### src/rtl/lap_ram_arbiter_pkg.sv
// Shared stopwatch definitions: lap-time width, lap RAM geometry, arbiter FSM encodings.
// Latency: n/a (constants only).
// Backpressure: n/a.
package lap_ram_arbiter_pkg;

    // Lap time is six BCD digits (HH:MM:SS or MM:SS:cc depending on mode)
    localparam int LAP_DW    = 24;
    localparam int LAP_AW    = 4;
    localparam int LAP_DEPTH = 16;

    // Arbiter FSM encodings, kept as plain constants so older blocks can share them
    localparam logic [2:0] ST_IDLE    = 3'd0;
    localparam logic [2:0] ST_WRITE   = 3'd1;
    localparam logic [2:0] ST_RD_ADDR = 3'd2;
    localparam logic [2:0] ST_RD_WAIT = 3'd3;
    localparam logic [2:0] ST_RD_CAP  = 3'd4;

endpackage

### src/rtl/lap_ptr_ring.sv
// Lap store bookkeeping: write pointer, stored-lap count and newest-to-oldest recall cursor.
// Latency: updates on the clock edge following a commit/step/clear strobe.
// Backpressure: none; the owner only commits when not full and steps when not empty.
module lap_ptr_ring
    import lap_ram_arbiter_pkg::*;
#(
    parameter int AW    = LAP_AW,
    parameter int DEPTH = LAP_DEPTH
) (
    input  logic          clk,
    input  logic          rst_n,
    input  logic          clr,
    input  logic          wr_commit,
    input  logic          rd_step,
    output logic [AW-1:0] wr_ptr,
    output logic [AW-1:0] cursor,
    output logic [AW:0]   lap_count,
    output logic          full,
    output logic          empty
);

    localparam logic [AW:0] CNT_MAX = (AW+1)'(DEPTH);

    logic [AW-1:0] oldest;
    logic [AW-1:0] newest;

    // With DEPTH == 2**AW a full store truncates the count to 0, so oldest lands on wr_ptr
    assign oldest = wr_ptr - lap_count[AW-1:0];
    assign newest = wr_ptr - AW'(1);
    assign full   = (lap_count == CNT_MAX);
    assign empty  = (lap_count == '0);

    // Pointer state: clear dominates, a commit points the cursor at the fresh entry, a recall walks backwards
    always_ff @(posedge clk or negedge rst_n) begin
        if (!rst_n) begin
            wr_ptr    <= '0;
            cursor    <= '0;
            lap_count <= '0;
        end else if (clr) begin
            wr_ptr    <= '0;
            cursor    <= '0;
            lap_count <= '0;
        end else if (wr_commit) begin
            wr_ptr <= wr_ptr + AW'(1);
            cursor <= wr_ptr;
            if (lap_count != CNT_MAX) begin
                lap_count <= lap_count + (AW+1)'(1);
            end
        end else if (rd_step) begin
            cursor <= (cursor == oldest) ? newest : (cursor - AW'(1));
        end
    end

endmodule

### src/rtl/lap_ram_arbiter.sv
// Lap RAM arbiter: serialises record / recall / clear requests onto a single-port lap RAM.
// Latency: record ack 2 clocks after rec_req; recall rd_valid RD_LAT+2 clocks after rd_req (idle, uncontended).
// Backpressure: none; requests arriving while busy park in a one-deep pending flag, extra pulses are lost.
module lap_ram_arbiter
    import lap_ram_arbiter_pkg::*;
#(
    parameter int DW     = LAP_DW,
    parameter int AW     = LAP_AW,
    parameter int DEPTH  = LAP_DEPTH,
    parameter int RD_LAT = 1
) (
    input  logic          clk,
    input  logic          rst_n,
    input  logic          rec_req,
    input  logic [DW-1:0] rec_data,
    input  logic          rd_req,
    input  logic          clr_req,
    output logic [AW-1:0] ram_addr,
    output logic          ram_wren,
    output logic [DW-1:0] ram_wdata,
    input  logic [DW-1:0] ram_rdata,
    output logic          rec_ack,
    output logic          rec_drop,
    output logic [DW-1:0] rd_data,
    output logic          rd_valid,
    output logic [AW:0]   lap_count,
    output logic          full,
    output logic          empty,
    output logic          busy
);

    localparam logic [7:0] WAIT_INIT = 8'(RD_LAT - 1);

    logic [2:0]    state;
    logic [2:0]    state_nxt;
    logic [7:0]    wait_cnt;
    logic          rec_pend;
    logic          rd_pend;
    logic [AW-1:0] wr_ptr;
    logic [AW-1:0] cursor;

    logic in_idle;
    logic rec_src;
    logic rd_src;
    logic take_rec;
    logic take_rd;
    logic do_write;
    logic do_drop;
    logic do_read;
    logic wr_commit;
    logic rd_step;

    lap_ptr_ring #(
        .AW    (AW),
        .DEPTH (DEPTH)
    ) u_ring (
        .clk       (clk),
        .rst_n     (rst_n),
        .clr       (clr_req),
        .wr_commit (wr_commit),
        .rd_step   (rd_step),
        .wr_ptr    (wr_ptr),
        .cursor    (cursor),
        .lap_count (lap_count),
        .full      (full),
        .empty     (empty)
    );

    assign busy = (state != ST_IDLE);

    // Request decode: record beats recall, clear suppresses both in the same cycle
    always_comb begin
        in_idle   = (state == ST_IDLE);
        rec_src   = rec_req | rec_pend;
        rd_src    = rd_req | rd_pend;
        take_rec  = in_idle & rec_src & ~clr_req;
        take_rd   = in_idle & ~rec_src & rd_src & ~clr_req;
        do_write  = take_rec & ~full;
        do_drop   = take_rec & full;
        do_read   = take_rd & ~empty;
        wr_commit = (state == ST_WRITE) & ~clr_req;
        rd_step   = (state == ST_RD_WAIT) & (wait_cnt == '0) & ~clr_req;
    end

    // Next-state selection
    always_comb begin
        state_nxt = ST_IDLE;
        if (!clr_req) begin
            case (state)
                ST_IDLE: begin
                    if (do_write) begin
                        state_nxt = ST_WRITE;
                    end else if (do_read) begin
                        state_nxt = ST_RD_ADDR;
                    end
                end
                ST_WRITE:   state_nxt = ST_IDLE;
                ST_RD_ADDR: state_nxt = ST_RD_WAIT;
                ST_RD_WAIT: state_nxt = (wait_cnt == '0) ? ST_RD_CAP : ST_RD_WAIT;
                ST_RD_CAP:  state_nxt = ST_IDLE;
                default:    state_nxt = ST_IDLE;
            endcase
        end
    end

    // FSM state, read-wait counter and per-source pending flags
    always_ff @(posedge clk or negedge rst_n) begin
        if (!rst_n) begin
            state    <= ST_IDLE;
            wait_cnt <= '0;
            rec_pend <= 1'b0;
            rd_pend  <= 1'b0;
        end else begin
            state <= state_nxt;
            if (state == ST_RD_ADDR) begin
                wait_cnt <= WAIT_INIT;
            end else if ((state == ST_RD_WAIT) && (wait_cnt != '0)) begin
                wait_cnt <= wait_cnt - 8'd1;
            end
            if (clr_req) begin
                rec_pend <= 1'b0;
                rd_pend  <= 1'b0;
            end else begin
                // A served source clears; an unserved pulse parks (merging with a flag already set)
                rec_pend <= take_rec ? 1'b0 : (rec_pend | rec_req);
                rd_pend  <= take_rd  ? 1'b0 : (rd_pend | rd_req);
            end
        end
    end

    // RAM port and result registers; ram_addr only moves when a new access is launched
    always_ff @(posedge clk or negedge rst_n) begin
        if (!rst_n) begin
            ram_addr  <= '0;
            ram_wren  <= 1'b0;
            ram_wdata <= '0;
            rd_data   <= '0;
            rec_ack   <= 1'b0;
            rec_drop  <= 1'b0;
            rd_valid  <= 1'b0;
        end else begin
            ram_wren <= do_write;
            rec_ack  <= wr_commit;
            rec_drop <= do_drop;
            rd_valid <= rd_step;
            if (do_write) begin
                ram_addr  <= wr_ptr;
                ram_wdata <= rec_data;
            end else if (do_read) begin
                ram_addr <= cursor;
            end
            if (rd_step) begin
                rd_data <= ram_rdata;
            end
        end
    end

endmodule

### config.mk
export PLATFORM = sky130hd
export DESIGN_NAME = lap_ram_arbiter
export DESIGN_NICKNAME = d
export VERILOG_FILES = /design/src/rtl/lap_ram_arbiter_pkg.sv /design/src/rtl/lap_ptr_ring.sv /design/src/rtl/lap_ram_arbiter.sv
export SDC_FILE = /design/constraint.sdc
export NUM_CORES = 1
export LEC_CHECK = 0
export ABC_AREA = 1
export CAP_MARGIN = 10
export CORE_ASPECT_RATIO = 2
export CORE_MARGIN = 2
export CORE_UTILIZATION = 55
export DETAILED_ROUTE_END_ITERATION = 10
export DONT_BUFFER_PORTS = 1
export GPL_ROUTABILITY_DRIVEN = 1
export PLACE_DENSITY = 0.71
export RECOVER_POWER = 25
export SLEW_MARGIN = 15
export SYNTH_ARGS = -nofsm -noshare
export SYNTH_HDL_FRONTEND = slang
export SYNTH_SLANG_ARGS = --single-unit
export TNS_END_PERCENT = 5
### constraint.sdc
create_clock -name clk -period 5.6 [get_ports clk]
set_input_delay 1.12 -clock clk [delete_from_list [all_inputs] [get_ports clk]]
set_output_delay 1.12 -clock clk [all_outputs]
set_load 0.005 [all_outputs]
# After elaboration in Yosys (flattened, before gate mapping)
# Index checks and enable logic that the tools add are counted.
[word_totals]
wordCells = 77
mem_bits_rw = 0
reg_bits = 82
latch_bits = 0
in_bits = 53
out_inout_bits = 64
romBits = 0
n_memories = 0
[op_classes]
magnitude_cmp = 0
reduce_logical = 12
mul = 0
n_bitwise = 17
mux = 22
shifts = 0
n_div = 0
eq_ne = 6
addsub = 6
[op_table]
columns = ["cell", "count"]
rows = [
  ["$mux 4", 8],
  ["$mux 8", 2],
  ["$mux 5", 3],
  ["$and 1x1->1", 11],
  ["$pmux 3 s3", 1],
  ["$logic_not 8->1", 1],
  ["$reduce_bool 2->1", 4],
  ["$reduce_bool 8->1", 1],
  ["$sub 4x1->4 const B", 2],
  ["$sub 8x1->8 const B", 1],
  ["$eq 3x2->1 const B", 2],
  ["$mux 3", 2],
  ["$reduce_bool 3->1", 2],
  ["$add 5x1->5 const B", 1],
  ["$eq 5x5->1 const B", 1],
  ["$logic_not 5->1", 1],
  ["$ne 5x5->1 const B", 1],
  ["$add 4x1->4 const B", 1],
  ["$eq 4x4->1", 1],
  ["$mux 1", 4],
  ["$mux 2", 2],
  ["$not 1->1", 4],
  ["$sub 4x4->4", 1],
  ["$eq 3x1->1 const B", 1],
  ["4 further kinds", 5],
]

# Logic depth before layout (Yosys ltp)
[logic_depth]
depth_word = 10
depth_mapped = 17
ltp_nobuf = 17

# Modules after synthesis
# From an unflattened synthesis, not the netlist that was laid out.
[hier_totals]
hier_cells = 480
hier_area_um2 = 3951.3
[by_module_without_submodules]
columns = ["mod", "instances", "cells_per_inst", "area_per_inst_um2", "seq_area_each_um2"]
rows = [
  ["lap_ram_arbiter", 1, 341, 2940.3, 1726.7],
  ["lap_ptr_ring", 1, 139, 1011.0, 325.3],
]

# Least setup slack after synthesis
# OpenSTA, ideal clock, no wires.
[synth_timing]
path_type = "input -> register"
from = "input clr_req"
to = "register ram_addr[0]"
cell_stages = 9
setup_ns = 0.131
arrival_time_ns = 2.111
path_buffers = 1
setup_slack_ns = 3.358
path_cell_list = "buf_2 > inv_2 > o21ai_0 > inv_1 > nand3_1 > nor2_1 > nor2_1 > nand2_1 > o211ai_1"
[synth_between]
elab_chain_cells = 4
elab_cells_between_ends = 7
cone_classes = "mux (1); bitwise (5); reduce/logical (1)"
[synth_rtl]
columns = ["item", "line_no", "source"]
rows = [
  ["start: declaration", "lap_ram_arbiter.sv:17", "input logic clr_req,"],
  ["$not 1->1 *", "lap_ram_arbiter.sv:76, lap_ram_arbiter.sv:77", ""],
  ["$and 1x1->1 (on tied branches)", "lap_ram_arbiter.sv:76, lap_ram_arbiter.sv:77", ""],
  ["$and 1x1->1 (on tied branches)", "lap_ram_arbiter.sv:78, lap_ram_arbiter.sv:80", ""],
  ["$mux 4 or $reduce_bool 2->1 (tied branches)", "n/a", ""],
  ["end signal: assignment", "lap_ram_arbiter.sv:147", "ram_addr <= wr_ptr;"],
  ["end signal: assignment", "lap_ram_arbiter.sv:150", "ram_addr <= cursor;"],
  ["end: declaration", "lap_ram_arbiter.sv:18", "output logic [AW-1:0] ram_addr,"],
]
# Every way passes the cells marked *; elsewhere a longest branch is shown, timed or not.
# A chain may end at the register's enable or synchronous reset.

# Worst setup path in the final report
[layout_timing]
from = "register u_ring.lap_count[1]"
to = "output full"
[layout_between]
elab_chain_cells = 1
[layout_rtl]
columns = ["item", "line_no", "source"]
rows = [
  ["start: declaration", "lap_ptr_ring.sv:17", "output logic [AW:0] lap_count,"],
  ["start signal: assignment", "lap_ptr_ring.sv:47", "lap_count <= lap_count + (AW+1)'(1);"],
  ["$eq 5x5->1", "lap_ptr_ring.sv:30", "assign full = (lap_count == CNT_MAX);"],
  ["end: declaration", "lap_ram_arbiter.sv:27", "output logic full,"],
]
# No other way between the ends.

==> run summary <==
The most used flip-flop cell after synthesis is sky130_fd_sc_hd__dfrtp_1. The first detailed-routing pass took 4 iterations. The number of different library cells in the post-synthesis netlist is 31. The leakage power of the design came out at 2.14 nW. The number of antenna diodes in the final layout is 0. The maximum buffer depth of the clock tree is 2. Measured against its own limit, the worst slew margin works out to 0.583. The CTS tree is done. In the final layout, the multi-input gates occupy 1510 um^2. The number of violations of the max-capacitance limit is 0. Counting I/O delays and the setup requirement, the final critical path takes 2.72 ns. The setup fix buffers added after clock tree synthesis came out at 0. The pin slew with the least headroom to its limit came out at 0.624 ns.

In this run the critical register-to-register path is launched from u_ring.wr_ptr[0]$_DFFE_PN0P_. In this run the top signal layer used is met4. The clock-pin slew reported for the worst setup and hold paths after clock tree synthesis came out at 0.06 ns.

The share of flip-flops with an asynchronous set or reset is 1.00. The H-tree generated during clock tree synthesis spans 3 levels. Buffers inserted during clock tree synthesis total 9.

The critical path start-end classification is flop to output port. The net count reported at finish is 457. Global routing finished with a remaining overflow of 0. The die width came out at 62.8 um.

The cell area power density came out at 365 nW/um^2. The via count is 2719. The area growth from synthesis to layout is 9.69%. The number of nets handed over by synthesis was 453. The timing startpoint of the critical path is u_ring.lap_count[1]$_DFFE_PN0P_.

The first global-routing pass estimated 13900 um of wire. The final critical-path share of the clock period is 0.486. The number of hold-repair buffers added at the cts stage is 0.

Setup repair after global routing left no endpoint under its margin. The y dimension of the die is 122 um. The worst hold-check path type is input pin to asynchronous set/reset pin. The pin count of the biggest net entering global routing is 83. The accumulated negative setup slack is 0 ns. The number of sinks handled by clock tree synthesis came out at 82. In this run, synthesis inferred 0 flip-flops with an integrated enable. The residual antenna-violating net count after detailed routing is 0. The clock skew after layout came out at 0.00749 ns.

The wire length on met1 is 2980 um. The routability-driven placement congestion ratio is 0.969. Setup slack on the worst reg-to-reg path comes out at 3.03 ns. The number of top-level design ports came out at 117. For this block, the routed nets add up to 8460 um of wire. In the global route stage, overall resource usage came out at 0.238. The number of placement rows came out at 42. The detailed router finished its first iteration with 148 violations. The number of gates given a new drive strength after cts is 0. Setup violations remaining at the end of the flow were counted as 0. The final-layout worst hold slack is 0.479 ns. Of the cells placed in the final design, the portion with a size suffix greater than 1 is 0.170. By instance count, the cell type seen most on the critical path is sky130_fd_sc_hd__inv_1.

The biggest fanout along the worst timing path came out at 5. The worst setup path is captured at an output port. The final-report hold violation count is 0. In the synthesized netlist, the number of instances is 392. The initial antenna violation count is 0. On the worst path, the slowest cell contributes a delay of 0.44 ns.

The Yosys step of the flow raised 0 warnings. The final total power came out at 1.52 mW. The later pin in the worst-skew pair is clocked with a latency of 0.34 ns. The floorplan core area is 6670 um^2.

The number of filler instances in the final layout is 569. The root buffer cell chosen for the clock tree is sky130_fd_sc_hd__clkbuf_16. The die covers 7640 um^2. For this run, the top clock speed supported by timing is 367 MHz. Dividing the detail-routed via count by the number of cells gives 5.56. The run finished with clean final reports. The HPWL after detailed placement is 5790 um. The arrival time of the worst setup path came out at 1.60 ns. The number of slew-limit violations in the final report came out at 0. The signal on the critical path passes through inv_1 -> ha_1 -> nand4_1 -> inv_1. The footprint of the flip-flops and latches came out at 2050 um^2.

The capture point of the critical path is full. The worst ir drop on vdd is 244 uV. The via count of the first global-routing pass came out at 2832. After detailed routing, the average wire length per cell comes to 17.3 um.

The worst register-to-register path ends at u_ring.cursor[3]$_DFFE_PN0P_. In the routed design, unresolved DRC markers number 0. The length of routed met2 wiring is 4570 um. After detailed routing, the met3 layer carries 541 um of wire. The initial utilization of the core area, before any placement, comes to 0.570. The synthesized area divided by synthesized cell count came out at 9.71 um^2. The number of storage elements in the synthesis netlist is 82. The slowest cell on the critical path is sky130_fd_sc_hd__dfrtp_1. The final core utilization came out at 0.626.

The post-synthesis cell area came out at 3810 um^2. The cell count of the worst reg-to-reg path is 15. The number of port buffers came out at 0.

The portion of the post-synthesis area used by sequential elements came out at 0.539. The worst endpoint required time came out at 4.48 ns. STA classifies the critical path startpoint as a flop.
-- worst min path at each step --
stage	startpoint	to	slack, ns	cells after the start
floorplan	wait_cnt[5]$_DFFE_PN0N_	wait_cnt[5]$_DFFE_PN0N_	0.46	1
global placement	wait_cnt[5]$_DFFE_PN0N_	wait_cnt[5]$_DFFE_PN0N_	0.49	1
detailed placement	ram_wdata[0]$_DFFE_PN0P_	ram_wdata[0]$_DFFE_PN0P_	0.49	2
CTS	rst_n	rd_data[18]$_DFFE_PN0P_	0.47	0
global route	rst_n	rd_data[18]$_DFFE_PN0P_	0.46	0
finish	rst_n	u_ring.lap_count[1]$_DFFE_PN0P_	0.48	0
-- synthesized netlist by cell type (5+ instances only) --
| cell | number | area, um^2 |
|---|---|---|
| sky130_fd_sc_hd__mux2_4 | 19 | 285 |
| sky130_fd_sc_hd__ha_1 | 7 | 87.6 |
| sky130_fd_sc_hd__dfrtp_1 | 82 | 2050 |
| sky130_fd_sc_hd__nand3_1 | 18 | 90.1 |
| sky130_fd_sc_hd__mux2_2 | 5 | 56.3 |
| sky130_fd_sc_hd__nand2_1 | 121 | 454 |
| sky130_fd_sc_hd__o21ai_0 | 18 | 90.1 |
| sky130_fd_sc_hd__nor3_1 | 5 | 25.0 |
| sky130_fd_sc_hd__nor3_2 | 5 | 50.1 |
| sky130_fd_sc_hd__a21oi_1 | 16 | 80.1 |
| sky130_fd_sc_hd__inv_2 | 12 | 45.0 |
| sky130_fd_sc_hd__nor2_1 | 14 | 52.6 |
| sky130_fd_sc_hd__inv_1 | 35 | 131 |
| sky130_fd_sc_hd__nand4_1 | 5 | 31.3 |
| sky130_fd_sc_hd__buf_2 | 5 | 25.0 |
-- layer usage --
metal,vias up,global-route usage
li1,1282,-
met1,1290,0.253
met2,118,0.417
met3,29,0.0748
met4,0,0.131
met5,-,0
-- metrics by stage --
stage	area, um^2	cells	setup WS [ns]
floorplan	3810	392	3.36
global placement	3850	473	3.00
detailed placement	3850	473	2.92
CTS	4180	489	2.87
global route	4180	489	2.77
finish	4180	489	2.88
-- critical path, delay by kind of cell, from the launching register on --
kind	cells	cell delay (ns)
adder cells (fa/ha/maj)	1	0.19
buffers and inverters	2	0.41
flip-flops	1	0.44
AND/OR/NAND/NOR	1	0.23
-- cell usage in the layout, fill, tap and decap left out --
cell                         instances
sky130_fd_sc_hd__nor3_4              1
sky130_fd_sc_hd__mux2_4             19
sky130_fd_sc_hd__fa_1                1
sky130_fd_sc_hd__a21oi_1            16
sky130_fd_sc_hd__clkinvlp_4          1
sky130_fd_sc_hd__dfrtp_1            82
sky130_fd_sc_hd__nand4_1             5
sky130_fd_sc_hd__nor2_4              2
sky130_fd_sc_hd__inv_1              35
sky130_fd_sc_hd__nor2_1             14
sky130_fd_sc_hd__inv_2              12
sky130_fd_sc_hd__nor2_8              1
sky130_fd_sc_hd__inv_6               2
sky130_fd_sc_hd__nor3_1              5
sky130_fd_sc_hd__clkinv_4            1
sky130_fd_sc_hd__nor3b_1             1
sky130_fd_sc_hd__a32o_1              1
sky130_fd_sc_hd__o21ai_0            18
sky130_fd_sc_hd__nand3_2             1
sky130_fd_sc_hd__a22oi_1             1
sky130_fd_sc_hd__o211ai_1            4
sky130_fd_sc_hd__clkbuf_16           9
sky130_fd_sc_hd__clkinv_2            1
sky130_fd_sc_hd__nand2_2             4
sky130_fd_sc_hd__mux2_2              5
sky130_fd_sc_hd__nor3_2              5
sky130_fd_sc_hd__and3_1              1
sky130_fd_sc_hd__nand2_1           121
sky130_fd_sc_hd__nor2_2              2
sky130_fd_sc_hd__ha_1                7
sky130_fd_sc_hd__o32ai_1             1
sky130_fd_sc_hd__bufinv_16           2
sky130_fd_sc_hd__nor4_1              1
sky130_fd_sc_hd__nand3_1            18
sky130_fd_sc_hd__o2111ai_1           1
-- flip-flops by register name, indices dropped and copies added, names as in the netlist, 3 cells and up --
| register | count |
|---|---|
| u_ring.lap_count | 5 |
| state | 3 |
| rd_data | 24 |
| wait_cnt | 8 |
| ram_wdata | 24 |
| u_ring.cursor | 4 |
| ram_addr | 4 |
| u_ring.wr_ptr | 4 |
-- cells by family after synthesis --
group                      after synthesis  share of synthesized area
and+or+nand+nor                        182                      0.218
DFF                                     82                      0.539
buffers and inverters                   54                     0.0634
AOI/OAI and AO/OA                       42                     0.0618
muxes                                   24                     0.0897
adders and majority gates                8                     0.0283
-- area by class of cell --
class,instances,area share
Clock buffer,9,0.0539
Multi-Input combinational cell,256,0.362
Tap cell,88,0.0264
Inverter,47,0.0422
Clock inverter,7,0.0237
Sequential cell,82,0.491
-- where the power goes --
part | switching, mW | total (mW) | internal (mW)
sequential | 0.0562 | 0.707 | 0.651
clock | 0.243 | 0.637 | 0.393
combinational | 0.110 | 0.178 | 0.0682
total | 0.410 | 1.52 | 1.11
Power figures use the tool's default switching activity.
